File: src/rtl/dmem_port.sv
// MEM-stage data-memory port: one request/ack bus transaction per access, stalls the pipe,
// and returns aligned/extended load data. Optional REQ timeout via DMEM_TIMEOUT_EN.
module dmem_port #(
    parameter int ADDR_W         = 32,
    parameter int TIMEOUT_CYCLES = 16
) (
    input  logic              clk,
    input  logic              rst_n,
    input  logic              mem_chip_sel,
    input  logic              mem_load,
    input  logic              mem_byte_op,
    input  logic              mem_half_op,
    input  logic              mem_unsigned_op,
    input  logic [1:0]        mem_rotate_amount,
    input  logic [3:0]        mem_byte_enable,
    input  logic [ADDR_W-1:0] mem_addr,
    input  logic [31:0]       mem_store_data,
    output logic              stall,
    output logic              dbus_req,
    output logic              dbus_we,
    output logic [ADDR_W-1:0] dbus_addr,
    output logic [3:0]        dbus_be,
    output logic [31:0]       dbus_wdata,
    input  logic              dbus_ack,
    input  logic              dbus_err,
    input  logic [31:0]       dbus_rdata,
    output logic              wb_valid,
    output logic [31:0]       wb_data,
    output logic              fault,
    output logic              fault_timeout
);

    typedef enum logic [1:0] {S_IDLE = 2'd0, S_REQ = 2'd1, S_DONE = 2'd2} state_t;

    state_t              r_state, w_state_nxt;
    logic                r_load, r_byte, r_half, r_unsigned, r_we;
    logic [1:0]          r_rot;
    logic [ADDR_W-1:0]   r_addr;
    logic [3:0]          r_be;
    logic [31:0]         r_wdata, r_wb_data;
    logic                r_wb_valid, r_fault, r_fault_to;
    logic                w_resp, w_timeout, w_unused;
    logic [31:0]         w_wdata_rot, w_shifted, w_aligned;

    assign w_resp = dbus_ack | dbus_err;

`ifdef DMEM_TIMEOUT_EN
    localparam int CNT_W = $clog2(TIMEOUT_CYCLES) + 1;
    logic [CNT_W-1:0] r_cnt;

    // Held at zero outside REQ, so it is clear on every REQ entry.
    always_ff @(posedge clk) begin
        if (!rst_n)
            r_cnt <= '0;
        else if (r_state != S_REQ)
            r_cnt <= '0;
        else if (!w_resp)
            r_cnt <= r_cnt + CNT_W'(1);
    end

    assign w_timeout = (r_state == S_REQ) && !w_resp && (r_cnt == CNT_W'(TIMEOUT_CYCLES - 1));
    assign w_unused  = &{1'b0, mem_addr[1:0]};
`else
    assign w_timeout = 1'b0;
    assign w_unused  = &{1'b0, mem_addr[1:0], (TIMEOUT_CYCLES != 0)};
`endif

    always_comb begin
        w_state_nxt = r_state;
        stall       = 1'b0;
        case (r_state)
            S_IDLE: begin
                stall = mem_chip_sel;
                if (mem_chip_sel) w_state_nxt = S_REQ;
            end
            S_REQ: begin
                stall = 1'b1;
                if (w_resp || w_timeout) w_state_nxt = S_DONE;
            end
            // chip_sel still shows the finished instruction here, so it is not looked at
            S_DONE:  w_state_nxt = S_IDLE;
            default: w_state_nxt = S_IDLE;
        endcase
    end

    always_comb begin
        w_wdata_rot = mem_store_data;
        case (mem_rotate_amount)
            2'd1:    w_wdata_rot = {mem_store_data[23:0], mem_store_data[31:24]};
            2'd2:    w_wdata_rot = {mem_store_data[15:0], mem_store_data[31:16]};
            2'd3:    w_wdata_rot = {mem_store_data[7:0],  mem_store_data[31:8]};
            default: w_wdata_rot = mem_store_data;
        endcase
    end

    assign w_shifted = dbus_rdata >> {r_rot, 3'b000};

    always_comb begin
        w_aligned = w_shifted;
        if (r_byte)
            w_aligned = r_unsigned ? {24'h0, w_shifted[7:0]} : {{24{w_shifted[7]}}, w_shifted[7:0]};
        else if (r_half)
            w_aligned = r_unsigned ? {16'h0, w_shifted[15:0]} : {{16{w_shifted[15]}}, w_shifted[15:0]};
    end

    always_ff @(posedge clk) begin
        if (!rst_n) begin
            r_state    <= S_IDLE;
            r_load     <= 1'b0;
            r_byte     <= 1'b0;
            r_half     <= 1'b0;
            r_unsigned <= 1'b0;
            r_rot      <= 2'd0;
            r_we       <= 1'b0;
            r_addr     <= '0;
            r_be       <= 4'h0;
            r_wdata    <= 32'h0;
            r_wb_valid <= 1'b0;
            r_wb_data  <= 32'h0;
            r_fault    <= 1'b0;
            r_fault_to <= 1'b0;
        end else begin
            r_state    <= w_state_nxt;
            r_wb_valid <= 1'b0;
            r_fault    <= 1'b0;
            r_fault_to <= 1'b0;
            if (r_state == S_IDLE && mem_chip_sel) begin
                r_load     <= mem_load;
                r_byte     <= mem_byte_op;
                r_half     <= mem_half_op;
                r_unsigned <= mem_unsigned_op;
                r_rot      <= mem_rotate_amount;
                r_we       <= ~mem_load;
                r_addr     <= {mem_addr[ADDR_W-1:2], 2'b00};
                r_be       <= mem_load ? 4'hF : mem_byte_enable;
                r_wdata    <= w_wdata_rot;
            end
            if (r_state == S_REQ) begin
                if (dbus_err) begin
                    r_fault <= 1'b1;
                end else if (dbus_ack) begin
                    if (r_load) begin
                        r_wb_valid <= 1'b1;
                        r_wb_data  <= w_aligned;
                    end
                end else if (w_timeout) begin
                    r_fault    <= 1'b1;
                    r_fault_to <= 1'b1;
                end
            end
        end
    end

    assign dbus_req      = (r_state == S_REQ);
    assign dbus_we       = r_we;
    assign dbus_addr     = r_addr;
    assign dbus_be       = r_be;
    assign dbus_wdata    = r_wdata;
    assign wb_valid      = r_wb_valid;
    assign wb_data       = r_wb_data;
    assign fault         = r_fault;
    assign fault_timeout = r_fault_to;

endmodule

File: config.mk
export PLATFORM = sky130hd
export DESIGN_NAME = dmem_port
export DESIGN_NICKNAME = d
export VERILOG_FILES = /design/src/rtl/dmem_port.sv
export SDC_FILE = /design/constraint.sdc
export NUM_CORES = 1
export LEC_CHECK = 0
export CAP_MARGIN = 20
export CORE_MARGIN = 3
export CORE_UTILIZATION = 44
export DETAILED_ROUTE_END_ITERATION = 7
export PLACE_DENSITY = 0.81
export SKIP_CTS_REPAIR_TIMING = 1
export SKIP_LAST_GASP = 1
export SLEW_MARGIN = 10
export SYNTH_ARGS = -nofsm -noshare
export SYNTH_HDL_FRONTEND = slang
export SYNTH_SLANG_ARGS = --single-unit
File: constraint.sdc
create_clock -name clk -period 1.9 [get_ports clk]
set_input_delay 0.38 -clock clk [delete_from_list [all_inputs] [get_ports clk]]
set_output_delay 0.38 -clock clk [all_outputs]
set_load 0.005 [all_outputs]
==> impl_metrics.tcl <==
set metrics [dict create \
    finClkSkew_ps 6.325 \
    port_buffers 211 \
    drtPass1Iterations 5 \
    period_minus_slack_ps 1900 \
    initial_core_util_pct 46.30 \
    min_period_over_period_pct 100.0 \
    cpPeakStageDelay_ps 520 \
    crit_slowest_cell "clkdlybuf4s50_1" \
    gp_congestion 0.8448 \
    die_area_sq_um 13690 \
    synth_ff_type "dfxtp_1" \
    sw_frac_of_total_pct 26.59 \
    wl_per_cell_um 18.22 \
    clockRootBuffer "clkbuf_16" \
    path_cells "nand2b_2 -> inv_2 -> clkdlybuf4s50_1" \
    row_count 39 \
    regArea_sq_um 2182 \
    utilization_pct 67.78 \
    synth_edf_count 0 \
    grt_max_degree 95 \
    finalSetupViolCount 1 \
    crit_fanout 5 \
    drive_above_1_share_pct 10.77 \
    ios 217 \
    yosys.area.top_type_share_pct 40.24 \
    antenna_left 0 \
    vdd_drop_max_v 0.0005960 \
    drtIter0Drc 367 \
    netlist_area_sq_um 5423 \
    post-synth-top-area-cell "dfxtp_1" \
    slew_violations 0 \
    clkLatencyLatePin_ps 350 \
    crit_required_ps 1520 \
    core_area_sq_um 11710 \
    clock_path_buffers 2 \
    yosysSeqAreaShare_pct 40.24 \
    fillers 914 \
    share_comb_of_total_power_pct 22.5 \
    status "finished, violations left" \
    cts_tree "done" \
    cts_buffers 9 \
    grt_overflow_total 0 \
    placed_cells 898 \
    cp-start-kind "register" \
    violations "setup timing" \
    drc 0 \
    pwr-share-seq_pct 45.2 \
    antenna_found_initial 0 \
    drv_cap 0 \
    synth.avg_cell_area_sq_um 9.317 \
    fin_ws_ps -0.2900 \
    multi_input_area_sq_um 2998 \
    clockPowerShare_pct 32.3 \
    diodes 0 \
    switchingPower_w 0.001460 \
    layout.cells.non_filler 914 \
    grt_usage_pct 23.53 \
    dp_hpwl_mm 12.23 \
    area_delta_synth_final_pct 46.38 \
    leakagePower_nw 2.815 \
    clk_pin_slew_ps 70 \
    yosysWarnings 0 \
    grt_pass1_wl_mm 25.41 \
    syn_inst 582 \
    synth_async_sr_flop_share_pct 0 \
    wl_mm 16.65 \
    path_class "register to output port" \
    crit_path_end_kind "output port" \
    ys_seq_elements 109 \
    max-slew-margin-rel_pct 38.86 \
    hold_class "register to register" \
    fmax_ghz 0.5262 \
    hold_viol 0 \
    worst_pin_slew_ps 915.2 \
    die_w_um 117.0 \
    cts.sinks 109 \
    ys_top_cells_by_area "dfxtp_1, mux4_2, nand2_1" \
    grt_pass1_vias 4987 \
    cp.arrival_ps 1520 \
    cts_max_level 3 \
    rsz0062_at_grt "true" \
    fin_nets 878 \
    num_vias 5114 \
    avgViaCountPerCell 5.595 \
    intPower_w 0.004031 \
    die_y_um 117.0 \
    synth_cell_types 33 \
    powerDensity_nw_per_um2 691.7 \
]
kinds of logic (layout without fill, tap and decap cells):
group / Yosys count / in the layout / synth area share (%)
buffers and inverters: 57 / 244 / 4.915
other: 1 / 3 / 0.06915
AND/OR/NAND/NOR: 206 / 206 / 15.87
AO/OA/AOI/OAI: 138 / 138 / 18.18
multiplexers: 71 / 71 / 20.72
flip-flops: 109 / 109 / 40.24
layer usage:
metal,vias to the layer above,routed length [um],GRT usage (%)
li1,2420,-,-
met1,2425,6634,29.14
met2,234,8029,38.07
met3,35,1409,6.581
met4,0,579,11.09
met5,-,0,0
final cells by class:
| class | instances | area share [%] |
|---|---|---|
| repair buffers | 227 | 28.91 |
| clock inverters | 5 | 0.4729 |
| flip-flops and latches | 109 | 27.49 |
| inverters | 2 | 0.09458 |
| well taps | 143 | 2.254 |
| multi-input cells | 418 | 37.77 |
| clock buffers | 10 | 3.011 |
Yosys cell counts, drive strengths merged (8+ instances only):
master / number
o21ai: 19
a21boi: 68
a22oi: 8
dfxtp: 109
clkbuf: 30
nor2: 39
nand2: 139
a21oi: 10
nor2b: 12
mux4: 33
buf: 25
o22ai: 16
mux2i: 38
layout by cell type, fill, tap and decap left out, drive strengths merged:
| cell | n |
|---|---|
| clkdlybuf4s50 | 207 |
| nand2 | 139 |
| dfxtp | 109 |
| a21boi | 68 |
| nor2 | 39 |
| mux2i | 38 |
| mux4 | 33 |
| o21ai | 19 |
| buf | 19 |
| o22ai | 16 |
| nor2b | 12 |
| a21oi | 10 |
| clkbuf | 10 |
| a22oi | 8 |
| a2bb2oi | 7 |
| o221a | 7 |
| nor3 | 5 |
| nor3b | 4 |
| conb | 3 |
| clkinv | 3 |
| nand3b | 2 |
| clkinvlp | 2 |
| inv | 2 |
| and2 | 2 |
| nand2b | 1 |
| a211o | 1 |
| or2 | 1 |
| o21a | 1 |
| o211a | 1 |
| and3 | 1 |
| dlymetal6s2s | 1 |
state kept, by name, indices dropped and copies added (netlist names):
signal / cells
r_rot: 2
r_load: 1
r_unsigned: 1
r_byte: 1
fault: 1
dbus_we: 1
dbus_wdata: 32
r_state: 2
wb_data: 32
r_half: 1
dbus_addr: 30
dbus_be: 4
wb_valid: 1
path summary, 6_finish.rpt:
| check | start | end | slack [ps] | depth (start not counted) |
|---|---|---|---|---|
| setup / recovery | r_state[1] | dbus_req | -0.3 | 3 |
| hold / removal | dbus_addr[14] | dbus_addr[14] | 460 | 2 |
| setup reg to reg | r_rot[1] | wb_data[20] | 60 | 4 |
| hold reg to reg | dbus_addr[14] | dbus_addr[14] | 460 | 2 |
worst max-delay path: cells and delay by family, from the launching register on:
kind	cells	cell delay [ps]
buf+inv	2	620
flops	1	320
simple gates	1	240
stage by stage:
step	instance area [sq um]	total power (W)	TNS, ps	setup WS (ps)	hold WS (ps)
finish	7938	0.005490	-0.2900	-0.2900	463.2
global route	7938	0.005729	-537.1	-63.70	485.4
CTS	7923	0.005521	-121.3	-84.78	466.4
detailed placement	7646	0.003763	-8836	-342.1	456.5
global placement	7646	0.003728	-6558	-277.8	450.1
floorplan	5430	0.003105	0	229.0	443.5
power by group through the flow:
stage	sequential (W)	combinational (W)	clock, W
final	0.00248	0.00124	0.00177
after global routing	0.00250	0.00134	0.00190
after CTS	0.00248	0.00124	0.00180
after detailed placement	0.00253	0.00123	0
after global placement	0.00253	0.00120	0
after floorplan	0.00253	0.000579	0
Note: power is estimated with default switching activity, not from simulation.
